===== src/rtl/input_line_streamer_if.sv =====
// input_line_streamer_if
//   Output stream bundle of one input_line_streamer channel.
//   master : streamer side  (drives out_valid/out_pos/out_val/out_last, samples out_ready)
//   slave  : consumer side  (samples entry signals, drives out_ready)
//   out_valid  entry on out_pos/out_val is valid
//   out_ready  consumer accepts the entry
//   out_pos    absolute position (running sum of deltas)
//   out_val    entry value
//   out_last   entry is the final one of the line
interface input_line_streamer_if #(
  parameter int unsigned POS_W = 8,
  parameter int unsigned VAL_W = 8
);
  logic             out_valid;
  logic             out_ready;
  logic [POS_W-1:0] out_pos;
  logic [VAL_W-1:0] out_val;
  logic             out_last;

  modport master (output out_valid, output out_pos, output out_val, output out_last,
                  input  out_ready);
  modport slave  (input  out_valid, input  out_pos, input  out_val, input  out_last,
                  output out_ready);
endinterface


===== src/rtl/input_line_streamer.sv =====
// input_line_streamer
//   Holds one input line of delta-encoded {delta, value} entries and streams them
//   to the APE array with absolute positions (running sum of deltas, mod 2^POS_W).
//   One entry per two cycles; line_finished is high whenever the channel is idle.
// Ports
//   clock, reset     clock; synchronous active-high reset
//   wr_en/wr_addr/wr_data  buffer write, accepted only while idle
//   wr_drop          combinational pulse: current write ignored (busy)
//   line_len         entry count, sampled with an accepted in_line_start
//   in_line_start    one-cycle start pulse
//   line_finished    level: line done / idle
//   out_if           output stream (master modport)
module input_line_streamer #(
  parameter int unsigned DEPTH   = 64,
  parameter int unsigned DELTA_W = 4,
  parameter int unsigned VAL_W   = 8,
  parameter int unsigned POS_W   = 8,
  parameter int unsigned LEN_W   = $clog2(DEPTH + 1)
) (
  input  logic                       clock,
  input  logic                       reset,
  input  logic                       wr_en,
  input  logic [$clog2(DEPTH)-1:0]   wr_addr,
  input  logic [DELTA_W+VAL_W-1:0]   wr_data,
  output logic                       wr_drop,
  input  logic [LEN_W-1:0]           line_len,
  input  logic                       in_line_start,
  output logic                       line_finished,
  input_line_streamer_if.master      out_if
);

  localparam int unsigned AW = $clog2(DEPTH);
  localparam logic [LEN_W-1:0] DEPTH_LEN = LEN_W'(DEPTH);

  typedef enum logic [1:0] {IDLE, FETCH, STREAM} state_t;

  state_t state_q, state_d;

  logic [DELTA_W+VAL_W-1:0] mem [DEPTH];
  logic [DELTA_W+VAL_W-1:0] rd_entry;

  logic [AW-1:0]    rd_ptr_q, rd_ptr_d;
  logic [LEN_W-1:0] len_q, len_d;
  logic [POS_W-1:0] acc_q, acc_d;
  logic             out_valid_q, out_valid_d;
  logic [POS_W-1:0] out_pos_q, out_pos_d;
  logic [VAL_W-1:0] out_val_q, out_val_d;
  logic             out_last_q, out_last_d;
  logic             line_finished_q, line_finished_d;

  logic wr_accept;
  logic handshake;

  // State register
  always_ff @(posedge clock) begin
    if (reset) state_q <= IDLE;
    else       state_q <= state_d;
  end

  // Next-state logic
  always_comb begin
    state_d = state_q;
    unique case (state_q)
      IDLE:    if (in_line_start && line_len != '0) state_d = FETCH;
      FETCH:   state_d = STREAM;
      STREAM:  if (out_if.out_ready) state_d = out_last_q ? IDLE : FETCH;
      default: state_d = IDLE;
    endcase
  end

  // FSM outputs
  always_comb begin
    wr_accept = wr_en && (state_q == IDLE);
    wr_drop   = wr_en && (state_q != IDLE);
    handshake = (state_q == STREAM) && out_valid_q && out_if.out_ready;
  end

  always_ff @(posedge clock) begin
    if (wr_accept) mem[wr_addr] <= wr_data;
  end

  // Write and read use the same edge ordering: a write accepted together with a
  // start has landed before the FETCH cycle reads the array.
  assign rd_entry = mem[rd_ptr_q];

  // The out_* registers double as the read-data register of the synchronous
  // read, so they hold their value across stalls and after the handshake.
  always_comb begin
    rd_ptr_d        = rd_ptr_q;
    len_d           = len_q;
    acc_d           = acc_q;
    out_valid_d     = out_valid_q;
    out_pos_d       = out_pos_q;
    out_val_d       = out_val_q;
    out_last_d      = out_last_q;
    line_finished_d = line_finished_q;
    unique case (state_q)
      IDLE: begin
        line_finished_d = 1'b1;
        if (in_line_start) begin
          len_d           = (line_len > DEPTH_LEN) ? DEPTH_LEN : line_len;
          acc_d           = '0;
          rd_ptr_d        = '0;
          line_finished_d = 1'b0;
        end
      end
      FETCH: begin
        out_valid_d = 1'b1;
        out_pos_d   = acc_q + POS_W'(rd_entry[VAL_W +: DELTA_W]);
        out_val_d   = rd_entry[VAL_W-1:0];
        out_last_d  = (LEN_W'(rd_ptr_q) == len_q - LEN_W'(1));
      end
      STREAM: begin
        if (handshake) begin
          out_valid_d = 1'b0;
          acc_d       = out_pos_q;
          if (out_last_q) line_finished_d = 1'b1;
          else            rd_ptr_d        = rd_ptr_q + AW'(1);
        end
      end
      default: ;
    endcase
  end

  always_ff @(posedge clock) begin
    if (reset) begin
      rd_ptr_q        <= '0;
      len_q           <= '0;
      acc_q           <= '0;
      out_valid_q     <= 1'b0;
      out_pos_q       <= '0;
      out_val_q       <= '0;
      out_last_q      <= 1'b0;
      line_finished_q <= 1'b1;
    end else begin
      rd_ptr_q        <= rd_ptr_d;
      len_q           <= len_d;
      acc_q           <= acc_d;
      out_valid_q     <= out_valid_d;
      out_pos_q       <= out_pos_d;
      out_val_q       <= out_val_d;
      out_last_q      <= out_last_d;
      line_finished_q <= line_finished_d;
    end
  end

  assign out_if.out_valid = out_valid_q;
  assign out_if.out_pos   = out_pos_q;
  assign out_if.out_val   = out_val_q;
  assign out_if.out_last  = out_last_q;
  assign line_finished    = line_finished_q;

endmodule

===== src/flat_wrapper.sv =====
// flat-port wrapper written by rule: the top's interface ports become plain ports
module input_line_streamer_flat 
#(
  parameter int unsigned DEPTH   = 64,
  parameter int unsigned DELTA_W = 4,
  parameter int unsigned VAL_W   = 8,
  parameter int unsigned POS_W   = 8,
  parameter int unsigned LEN_W   = $clog2(DEPTH + 1)
)
  (clock, reset, wr_en, wr_addr, wr_data, wr_drop, line_len, in_line_start, line_finished, out_if_out_valid, out_if_out_pos, out_if_out_val, out_if_out_last, out_if_out_ready);
  input_line_streamer_if #(.POS_W(POS_W), .VAL_W(VAL_W)) out_if_i ();
  input  logic clock;
  input  logic reset;
  input  logic wr_en;
  input  logic [$clog2(DEPTH)-1:0] wr_addr;
  input  logic [DELTA_W+VAL_W-1:0] wr_data;
  output logic wr_drop;
  input  logic [LEN_W-1:0] line_len;
  input  logic in_line_start;
  output logic line_finished;
  output wire logic [$bits(out_if_i.out_valid)-1:0] out_if_out_valid;
  output wire logic [$bits(out_if_i.out_pos)-1:0] out_if_out_pos;
  output wire logic [$bits(out_if_i.out_val)-1:0] out_if_out_val;
  output wire logic [$bits(out_if_i.out_last)-1:0] out_if_out_last;
  input wire logic [$bits(out_if_i.out_ready)-1:0] out_if_out_ready;
  assign out_if_out_valid = out_if_i.out_valid;
  assign out_if_out_pos = out_if_i.out_pos;
  assign out_if_out_val = out_if_i.out_val;
  assign out_if_out_last = out_if_i.out_last;
  assign out_if_i.out_ready = out_if_out_ready;
  input_line_streamer #(.DEPTH(DEPTH), .DELTA_W(DELTA_W), .VAL_W(VAL_W), .POS_W(POS_W), .LEN_W(LEN_W)) u_core (.clock(clock), .reset(reset), .wr_en(wr_en), .wr_addr(wr_addr), .wr_data(wr_data), .wr_drop(wr_drop), .line_len(line_len), .in_line_start(in_line_start), .line_finished(line_finished), .out_if(out_if_i));
endmodule

===== config.mk =====
export PLATFORM = sky130hd
export DESIGN_NAME = input_line_streamer_flat
export DESIGN_NICKNAME = d
export VERILOG_FILES = /design/src/rtl/input_line_streamer_if.sv /design/src/rtl/input_line_streamer.sv /design/src/flat_wrapper.sv
export SDC_FILE = /design/constraint.sdc
export NUM_CORES = 1
export LEC_CHECK = 0
export ABC_AREA = 1
export CORE_MARGIN = 2
export CORE_UTILIZATION = 50
export CTS_CLUSTER_DIAMETER = 150
export DETAILED_ROUTE_END_ITERATION = 8
export DONT_BUFFER_PORTS = 1
export GPL_ROUTABILITY_DRIVEN = 0
export PLACE_DENSITY = 0.78
export RECOVER_POWER = 25
export SLEW_MARGIN = 40
export SYNTH_ARGS = -nofsm -noshare
export SYNTH_HDL_FRONTEND = slang
export SYNTH_SLANG_ARGS = --single-unit

===== constraint.sdc =====
create_clock -name clock -period 2.5 [get_ports clock]
set_input_delay 0.5 -clock clock [delete_from_list [all_inputs] [get_ports clock]]
set_output_delay 0.5 -clock clock [all_outputs]
set_load 0.02 [all_outputs]

Word level (Yosys, flattened, before mapping)
Memory sizes are Yosys's and may differ from the RTL's. A register that Yosys moved wholly into a read port is not among the register bits.
Cells that the tools add are included.
{ "word_totals": {"ff_bits": 42, "ram_bits": 768, "inputBits": 30, "output_inout_bits": 20, "elab_cells": 61, "mem_count": 1} }
{ "classes": {"n_addsub": 3, "magnitude_cmp": 1, "n_eq_ne": 9, "n_mux": 22, "reduce_logical": 16} }
{ "memory_table": {"columns": ["memory", "words", "width", "rd", "rd_ports_with_merged_regs", "write_ports", "line", "text"], "rows": [
  ["u_core.mem", 64, 12, 1, 1, 1, "input_line_streamer.sv:39", "logic [DELTA_W+VAL_W-1:0] mem [DEPTH];"]
]} }
{ "op_table": {"columns": ["cell", "count"], "rows": [
  ["$mux W6", 5],
  ["$mux W8", 2],
  ["$pmux W8 S2", 1],
  ["$pmux W6 S2", 1],
  ["$add A8 B4 Y8", 1],
  ["$eq A6 B7 Y1", 1],
  ["$gt A7 B7 Y1 const B", 1],
  ["$mux W1", 7],
  ["$mux W7", 1],
  ["$reduce_bool A7 Y1", 1],
  ["$sub A7 B1 Y7 const B", 1],
  ["$add A6 B1 Y6 const B", 1],
  ["$ne A2 B1 Y1 const B", 3],
  ["$ne A2 B2 Y1 const B", 3],
  ["$pmux W2 S3", 1],
  ["$reduce_and A2 Y1", 3],
  ["$reduce_and A3 Y1", 2],
  ["$reduce_bool A2 Y1", 3],
  ["$logic_and A1 B1 Y1", 5],
  ["$mux W2", 2],
  ["$pmux W1 S2", 2],
  ["$reduce_and A4 Y1", 1],
  ["$eq A2 B1 Y1 const B", 1],
  ["$eq A2 B2 Y1 const B", 1],
  ["$logic_not A2 Y1", 1]
]} }

Depth between registers and ports, before layout
Gate-level depths: netlist of run 1.
{ "logic_depth": {"depth_word": 7, "ltp_mapped": 22, "ltp_nobuf": 19} }

Least setup slack after synthesis of run 1
OpenSTA, ideal clock, no wires.
{ "synth_path": {"kind": "flip-flop to flip-flop", "from": "register (tool-made name)", "to": "register u_core.out_pos_q[6] (netlist: u_core.out_if.out_pos[6])", "setup_ns": 0.117, "arrival_time_ns": 2.531, "required_ns": 2.383, "slack_ns": -0.148, "path_stages_with_launch": 22, "n_path_buf": 4, "period_less_slack_ns": 2.648, "cell_sequence": "dfxtp_1 buf_4 buf_6 buf_6 buf_4 nor2_1 o22ai_1 nand2_1 nand2_1 nand2_1 nand3_1 nand3_1 nand2_1 ha_1 fa_1 nand3_1 and2_1 nor2_1 nand2_1 nor2_1 o221ai_1 inv_1"} }
{ "synth_lines": {"columns": ["item", "line", "text"], "rows": [
  ["end signal: assignment", "input_line_streamer.sv:140", "out_pos_q <= out_pos_d;"],
  ["end: declaration", "input_line_streamer.sv:46", "logic [POS_W-1:0] out_pos_q, out_pos_d;"]
]} }

==> reports/qor.log, run 1 <==
[layout] fill cell total of the finished layout 4660
[pwr] internal power contribution 21.8 mW
[global_route] initial antenna violation count 2
[yosys] number of standard cells after synthesis 2817
[sta] Final Cycle Share 117%
[route] sum of met3 wire segment lengths after detailed routing 11000 um
[global_route] total global routing track utilization 25.9%
[layout] P&R area growth vs syn 18.3%
[yosys] Mapped Avg Cell Area 11.7 um^2
[route] Initial DRT Pass Iterations 8
[route] detailed-route vias per instance 6.05
[die] standard cell core area 65600 um^2
[die] IO Count 50
[route] highest signal layer in the routed design met5
[yosys] number of distinct library cells after synthesis 39
[sta] transition time at the pin with the least slew margin 1.66 ns
[outcome] outcome finished, violations left
[die] Starting Density 50.4%
[yosys] yosys warns 0
[setup_path] endpoint arrival time on the critical path 3.45 ns
[pwr] proportion of power drawn by flip-flops and latches 55.0%
[clock_network] maximum level of the CTS H-tree 3
[setup_path] kind of cell adding the most delay to the critical path simple AND/OR/NAND/NOR gates
[pwr] pwr/cell area 703 nW/um^2
[pwr] Max VDD drop 525 uV
[clock_network] CTS tree yes
[setup_path] data required time of the worst path 3.03 ns
[route] DRT iter0 DRCs 3318
[pwr] share of total power consumed by net switching 20.8%
[route] number of antenna-violating nets in the routed design 0
[placement] number of buffers inserted by port buffering 0
[sta] Setup WS post-layout -0.416 ns
[layout] ratio of cells with drive above 1 in the final layout 16.6%
[die] floorplan die height 261 um
[clock_network] number of buffers on the longest clock path 3
[route] mean routed wirelength per cell 22.9 um
[setup_path] number of buffer and inverter instances along the worst setup path 4
[yosys] register bit total from synthesis 816
[die] die area 68300 um^2
[layout] final net count 3035
[outcome] violated checks max-capacitance violations, max-slew violations, negative setup slack
[die] Die Width 261 um
[pwr] Switch Pwr 5.73 mW
[layout] fin cells 3928
[yosys] synthesized area 33100 um^2
[placement] post-detail-place hpwl 51600 um
[setup_path] critical-path cell list buf_6 -> buf_16 -> buf_4 -> o21ai_0 -> o22ai_2 -> nand2_1 -> nand2_1 -> nand2_2 -> nand3_4 -> nand3_4 -> nand2_4 -> ha_4 -> nand3_4 -> and2_4 -> nor2_2 -> nand2_2 -> nand2_1 -> nand2_1 -> o221ai_2 -> inv_1
[pwr] power share of the clock group 42.7%
[sta] relative slew slack -10.9%
[job] count of maximum capacitance violations 11
[placement] total instance count after detailed placement 3732
[setup_path] Slowest cell on crit path sky130_fd_sc_hd__dfxtp_4
[route] wire length on met1 32600 um
[sta] setup repair after global routing missed its margin true
[route] met2 wire length 42400 um
[pwr] logic gate share of total power 2.4%
[setup_path] Crit path top cell by count sky130_fd_sc_hd__nand2_1
[global_route] GR Overflow Total 0
[setup_path] startpoint type of the worst setup path flop
[clock_network] clock sink count 816
[yosys] register area share after synthesis 72.6%
[yosys] post-synth net total 2854
[global_route] wire length of the first global-routing pass 134000 um
[global_route] number of global-route vias before repair 23400
[sta] final worst path period need 2.92 ns
[die] count of standard-cell rows 94
[sta] final worst hold slack 0.0185 ns
[clock_network] TritonCTS Buffers 80
[pwr] Static Leakage 14.0 nW
[clock_network] Clock Tree Root sky130_fd_sc_hd__clkbuf_16
[sta] final hold vios 0
[setup_path] CP max FO 18
[sta] number of endpoints failing setup at the final stage 7
[clock_network] clock transition time at the flip-flop clock pins of the worst setup and hold paths 0.06 ns
[sta] setup clock skew after layout 0.0195 ns
[min_path] class of the most critical hold timing path primary input to flop
[setup_path] category of the worst setup path capture point flop
[layout] most common library cell in the layout ignoring fill and taps sky130_fd_sc_hd__edfxtp_1
[route] Post-Route WL 89800 um
[route] Post-route DRC 0
[sta] final count of pins violating max slew 715
[setup_path] delay contributed by the slowest stage of the critical path 0.38 ns
[layout] commonest non-fill, non-tap cells in the layout 768 x sky130_fd_sc_hd__edfxtp_1, 728 x sky130_fd_sc_hd__nand2_1, 501 x sky130_fd_sc_hd__nand3_1, 211 x sky130_fd_sc_hd__nor2_1, 200 x sky130_fd_sc_hd__buf_4
[clock_network] clk_lat worst skew 0.65 ns
[route] vias after detailed routing 23700
[sta] fmax 343 MHz
[setup_path] Worst Setup Path Type flop to flop
[global_route] maximum number of pins on one net before global-route repair 65
-- registers in the layout, summed over array words and instances (netlist names), named ones only --
| register | cells |
|---|---|
| u_core.out_if.out_valid | 1 |
| u_core.line_finished | 1 |
| u_core.state_q | 2 |
| u_core.out_if.out_val | 8 |
| u_core.mem | 768 |
| u_core.out_if.out_pos | 8 |
| u_core.rd_ptr_q | 6 |
| u_core.out_if.out_last | 1 |
| u_core.len_q | 7 |
| u_core.acc_q | 8 |
-- final timing paths --
kind,start,to,slack [ns],cells past startpoint
worst min register to register,u_core.len_q[6],u_core.len_q[6],0.50,2
worst max register to register,flop,u_core.out_if.out_pos[6],-0.42,20
worst min-delay path,line_len[1],u_core.len_q[1],0.02,2
worst max-delay path,flop,u_core.out_if.out_pos[6],-0.42,20
-- cell families after synthesis --
family                     synth area share [%]
buffers and inverters                      3.37
adders and majority gates                 0.287
AOI/OAI and AO/OA                          3.84
xor gates and xnor gates                  0.423
and+or+nand+nor                            19.5
DFF                                        72.6
-- layer usage --
layer | vias to the layer above | GRT usage, %
li1 | 10400 | -
met1 | 11400 | 33.1
met2 | 1712 | 41.9
met3 | 302 | 6.72
met4 | 4 | 11.3
met5 | - | 0
-- worst register-to-register path: stages (launching register included) --
cell	delay, ns
sky130_fd_sc_hd__dfxtp_4	0.38
sky130_fd_sc_hd__buf_6	0.15
sky130_fd_sc_hd__buf_16	0.16
sky130_fd_sc_hd__buf_4	0.15
sky130_fd_sc_hd__o21ai_0	0.27
sky130_fd_sc_hd__o22ai_2	0.12
sky130_fd_sc_hd__nand2_1	0.07
sky130_fd_sc_hd__nand2_1	0.07
sky130_fd_sc_hd__nand2_2	0.09
sky130_fd_sc_hd__nand3_4	0.09
sky130_fd_sc_hd__nand3_4	0.11
sky130_fd_sc_hd__nand2_4	0.08
sky130_fd_sc_hd__ha_4	0.32
sky130_fd_sc_hd__nand3_4	0.08
sky130_fd_sc_hd__and2_4	0.15
sky130_fd_sc_hd__nor2_2	0.12
sky130_fd_sc_hd__nand2_2	0.09
sky130_fd_sc_hd__nand2_1	0.08
sky130_fd_sc_hd__nand2_1	0.06
sky130_fd_sc_hd__o221ai_2	0.13
sky130_fd_sc_hd__inv_1	0.06
-- area by class of cell --
cell class	count	area, um^2	area share [%]
flip-flops and latches	816	24000	61.4
multi-input cells	1778	8550	21.8
repair buffers	271	2720	6.95
clock buffers	97	2090	5.33
well taps	864	1080	2.76
clock inverters	50	435	1.11
inverters	49	204	0.521
repair inverters	2	32.5	0.0831
diodes	1	2.50	0.00639
-- cell usage after synthesis, drive strengths merged --
cell	number	area, um^2
o32ai	2	17.5
o21a	1	7.51
nor3	7	40.0
nand4	10	62.6
inv	48	185
a32oi	1	8.76
o22ai	64	400
o221ai	1	8.76
nand2	741	2780
a211oi	2	15.0
buf	127	751
nor2	236	906
a21oi	20	100
or2	1	8.76
edfxtp	768	23100
o21ai	140	704
nor4	2	12.5
clkbuf	47	176
nand3	525	2630
clkinv	1	3.75
ha	6	75.1
fa	1	20.0
dfxtp	48	961
a211o	1	8.76
xnor2	5	43.8
and2	1	6.26
xor2	11	96.3
-- per-stage QoR --
step / power [mW] / setup WS, ns / instance area (um^2) / setup TNS, ns / util (%)
floorplan: 15.6 / 0.00796 / 33100 / 0 / -
global placement: 15.7 / -0.384 / 35300 / -1.67 / 53.8
detailed placement: 15.8 / -0.500 / 35300 / -2.56 / 53.8
CTS: 27.6 / -0.320 / 38900 / -1.64 / 59.3
global route: 28.2 / -0.528 / 39100 / -2.75 / 59.6
finish: 27.5 / -0.416 / 39100 / -2.16 / 59.6
-- power by group through the flow --
stage | Clock, mW | Combinational [mW] | Sequential (mW)
2_1_floorplan | 0 | 0.261 | 15.4
3_3_place_gp | 0 | 0.353 | 15.4
3_5_place_dp | 0 | 0.366 | 15.4
4_1_cts | 11.8 | 0.675 | 15.1
5_1_grt | 12.4 | 0.693 | 15.1
6_report | 11.7 | 0.648 | 15.1
-- what timing repair did --
action | 4_1_cts | 5_1_grt
cloned | 10 | 6
endpoints found under the hold margin | 792 | 0
setup endpoints to repair | 7 | 8
resized for setup | 86 | 111
buffers inserted | 17 | 3
pin swaps | 23 | 51
hold buffers | 14 | 0
Power figures use the tool's default switching activity.
==> inputs of run 2 (changes only) <==
--- a/config.mk
+++ b/config.mk
@@ -8,6 +8,7 @@
 export ABC_AREA = 1
 export CORE_MARGIN = 2
 export CORE_UTILIZATION = 50
+export CTS_BUF_LIST = sky130_fd_sc_hd__clkbuf_4 sky130_fd_sc_hd__clkbuf_8
 export CTS_CLUSTER_DIAMETER = 150
 export DETAILED_ROUTE_END_ITERATION = 8
 export DONT_BUFFER_PORTS = 1
==> reports/qor.log, run 2 (synthesis gave the netlist of run 1 again) <==
[sta] relative slew slack -14.6% [-3.7 points]
[setup_path] worst reg2reg setup slack -0.40 ns [about the same]
[min_path] class of the most critical hold timing path primary input to flop
[layout] most common library cell in the layout ignoring fill and taps sky130_fd_sc_hd__edfxtp_1
[clock_network] clock transition time at the flip-flop clock pins of the worst setup and hold paths 0.08 ns [+0.02 ns]
[placement] number of buffers inserted by port buffering 0 [unchanged]
[pwr] power share of the clock group 41.0% [-1.7 points]
[global_route] initial antenna violation count 5 [+3]
[setup_path] data required time of the worst path 3.17 ns [+0.14 ns]
[route] Post-route DRC 0 [unchanged]
[sta] transition time at the pin with the least slew margin 1.72 ns [+0.0551 ns]
[setup_path] worst-case reg-to-reg path depth 20 [unchanged]
[sta] Final Cycle Share 116% [-0.46 points]
[global_route] number of global-route vias before repair 23900 [+2.1%]
[setup_path] delay contributed by the slowest stage of the critical path 0.46 ns [+0.08 ns]
[pwr] logic gate share of total power 2.5% [about the same]
[layout] final design utilization 59.6% [about the same]
[placement] total cell area at the placement stage 35300 um^2 [unchanged]
[die] Starting Density 50.4% [unchanged]
[die] IO Count 50 [unchanged]
[setup_path] endpoint arrival time on the critical path 3.57 ns [+0.12 ns]
[pwr] share of total power consumed by net switching 21.5% [+0.63 points]
[clock_network] TritonCTS Buffers 120 [+50%]
[min_path] number of instances on the worst hold path 4 [+2]
[placement] Post-Place Setup Slack -0.500 ns [unchanged]
[setup_path] Slowest cell on crit path sky130_fd_sc_hd__dfxtp_4
[route] mean routed wirelength per cell 22.7 um [-0.59%]
[global_route] GR Overflow Total 0 [unchanged]
[pwr] Max VDD drop 395 uV [-25%]
[pwr] pwr/cell area 684 nW/um^2 [-2.7%]
[route] number of antenna-violating nets in the routed design 0 [unchanged]
[setup_path] Critical R2R Capture u_core.out_if.out_pos[5]
[route] wire length on met1 32800 um [+0.56%]
[pwr] proportion of power drawn by flip-flops and latches 56.5% [+1.5 points]
[pwr] Static Leakage 14.1 nW [+0.70%]
[setup_path] Worst Setup Path Type flop to flop
[layout] P&R area growth vs syn 18.2% [about the same]
[setup_path] Crit path top cell by count sky130_fd_sc_hd__nand2_2
[sta] setup repair after global routing missed its margin true
[die] floorplan die height 261 um [unchanged]
[global_route] maximum number of pins on one net before global-route repair 65 [unchanged]
[route] DRT iter0 DRCs 3492 [+5.2%]
[route] detailed-route vias per instance 6.07 [+0.43%]
[setup_path] critical-path cell list buf_6 -> buf_12 -> buf_8 -> buf_8 -> nor2_4 -> o22ai_2 -> nand2_1 -> nand2_2 -> nand2_2 -> nand3_4 -> nand3_4 -> nand2_4 -> ha_4 -> a21oi_2 -> nand2_2 -> a21oi_4 -> nor2_2 -> xor2_1 -> o21ai_1 -> inv_1
[sta] final worst hold slack 0.0354 ns [+0.0169 ns]
[sta] Setup WS post-layout -0.405 ns [+0.0115 ns]
[route] met2 wire length 42600 um [+0.28%]
[sta] number of endpoints failing setup at the final stage 7 [unchanged]
[sta] fmax 344 MHz [+0.40%]
[route] highest signal layer in the routed design met5
[placement] post-detail-place hpwl 51600 um [unchanged]
[min_path] worst-case hold path end point u_core.len_q[5]
[clock_network] clk_lat worst skew 0.78 ns [+0.13 ns]
[route] sum of met3 wire segment lengths after detailed routing 11700 um [+7.1%]
[outcome] outcome finished, violations left
[setup_path] startpoint type of the worst setup path flop
[clock_network] number of buffers on the longest clock path 3 [unchanged]
[global_route] total global routing track utilization 26.0% [+0.15 points]
[route] Post-Route WL 91400 um [+1.8%]
[layout] flip-flop count of the largest register, all copies and words added 768 [unchanged]
[setup_path] category of the worst setup path capture point flop
[clock_network] CTS tree yes
[route] Initial DRT Pass Iterations 8 [unchanged]
[layout] fill cell total of the finished layout 4713 [+1.1%]
[die] standard cell core area 65600 um^2 [unchanged]
[die] Die Width 261 um [unchanged]
[layout] Reg with most FFs u_core.mem
[layout] commonest non-fill, non-tap cells in the layout 768 x sky130_fd_sc_hd__edfxtp_1, 727 x sky130_fd_sc_hd__nand2_1, 502 x sky130_fd_sc_hd__nand3_1, 212 x sky130_fd_sc_hd__buf_4, 211 x sky130_fd_sc_hd__nor2_1
[sta] final count of pins violating max slew 715 [unchanged]
[pwr] Switch Pwr 5.74 mW [+0.17%]
[die] count of standard-cell rows 94 [unchanged]
[clock_network] clock sink count 816 [unchanged]
[die] die area 68300 um^2 [unchanged]
[sta] final worst path period need 2.90 ns [-0.0115 ns]
[layout] final net count 3095 [+2.0%]
[setup_path] kind of cell adding the most delay to the critical path simple AND/OR/NAND/NOR gates
[clock_network] maximum level of the CTS H-tree 3 [unchanged]
[global_route] wire length of the first global-routing pass 135000 um [+0.89%]
[pwr] internal power contribution 21.0 mW [-3.5%]
[outcome] violated checks max-capacitance violations, max-slew violations, negative setup slack
[setup_path] CP max FO 7 [-11]
[layout] ratio of cells with drive above 1 in the final layout 18.5% [+1.9 points]
[clock_network] Clock Tree Root sky130_fd_sc_hd__clkbuf_8
[sta] setup clock skew after layout 0.0660 ns [+0.0465 ns]
[layout] post-route standard cell area excluding fillers 39100 um^2 [about the same]
[min_path] Hold Startpoint in_line_start
[sta] final hold vios 0 [unchanged]
[job] count of maximum capacitance violations 12 [+1]
[setup_path] number of buffer and inverter instances along the worst setup path 5 [+1]
[route] vias after detailed routing 24400 [+2.8%]
-- run 2: cell count changes in the layout (fill, tap and decap cells not counted), moves of 6 or more --
cell and delta:
sky130_fd_sc_hd__buf_4 +12, sky130_fd_sc_hd__clkbuf_1 -16, sky130_fd_sc_hd__clkbuf_16 -85, sky130_fd_sc_hd__clkbuf_4 +33, sky130_fd_sc_hd__clkbuf_8 +124, sky130_fd_sc_hd__clkinv_1 +17
sky130_fd_sc_hd__dlygate4sd3_1 +8, sky130_fd_sc_hd__o21ai_1 +6
-- run 2: power by group through the flow --
stage	registers [mW]	clock network, mW	logic (mW)
3_5_place_dp	15.4	0	0.366
4_1_cts	15.1	11.0	0.686
3_3_place_gp	15.4	0	0.353
5_1_grt	15.1	11.6	0.710
2_1_floorplan	15.4	0	0.261
6_report	15.1	11.0	0.666
-- run 2: layer usage --
layer  vias up  track usage, %
met4         4            12.5
met2      1940            41.8
met3       383            6.56
met5         -               0
li1      10500               -
met1     11600            33.3
-- run 2: worst reg2reg max path, cell delays in order, from the launching register on --
cell and delay (ns):
sky130_fd_sc_hd__dfxtp_4 0.46, sky130_fd_sc_hd__buf_6 0.16, sky130_fd_sc_hd__buf_12 0.12, sky130_fd_sc_hd__buf_8 0.13, sky130_fd_sc_hd__buf_8 0.15, sky130_fd_sc_hd__nor2_4 0.05, sky130_fd_sc_hd__o22ai_2 0.15, sky130_fd_sc_hd__nand2_1 0.10
sky130_fd_sc_hd__nand2_2 0.09, sky130_fd_sc_hd__nand2_2 0.09, sky130_fd_sc_hd__nand3_4 0.13, sky130_fd_sc_hd__nand3_4 0.08, sky130_fd_sc_hd__nand2_4 0.09, sky130_fd_sc_hd__ha_4 0.23, sky130_fd_sc_hd__a21oi_2 0.14, sky130_fd_sc_hd__nand2_2 0.10
sky130_fd_sc_hd__a21oi_4 0.15, sky130_fd_sc_hd__nor2_2 0.06, sky130_fd_sc_hd__xor2_1 0.14, sky130_fd_sc_hd__o21ai_1 0.15, sky130_fd_sc_hd__inv_1 0.05
-- run 2: what timing repair did --
action	4_1_cts	5_1_grt
pin swaps	32	32
hold buffers	22	0
cloned	12	3
endpoints found under the hold margin	803	0
endpoints found under the setup margin	7	12
gates resized for setup	119	69
buffers inserted	27	7
-- run 2: how the worst max path moves through the flow --
stage	cells after the start	to	slack, ns
detailed placement	18	u_core.out_if.out_pos[4]	-0.50
finish	20	u_core.out_if.out_pos[5]	-0.40
floorplan	21	u_core.out_if.out_pos[6]	0.008
global route	20	u_core.out_if.out_pos[6]	-0.58
global placement	20	u_core.out_if.out_pos[6]	-0.38
CTS	21	u_core.out_if.out_pos[6]	-0.26
-- run 2: area by class of cell --
| class | instances | area [um^2] | area share (%) |
|---|---|---|---|
| antenna | 1 | 2.50 | 0.00640 |
| clock buffer | 157 | 1950 | 5.00 |
| clock inverter | 64 | 475 | 1.22 |
| inverter | 49 | 208 | 0.531 |
| multi-input combinational | 1778 | 8470 | 21.7 |
| sequential | 816 | 24000 | 61.5 |
| tap | 864 | 1080 | 2.76 |
| timing repair buffer | 291 | 2850 | 7.29 |
| timing repair inverter | 2 | 32.5 | 0.0832 |
-- run 2: stage by stage --
step / cells / total power, mW / setup TNS [ns]
2_1_floorplan: 2817 / 15.6 / 0
3_3_place_gp: 3732 / 15.7 / -1.67
3_5_place_dp: 3732 / 15.8 / -2.56
4_1_cts: 4014 / 26.8 / -1.17
5_1_grt: 4022 / 27.4 / -3.33
6_report: 4022 / 26.8 / -2.34
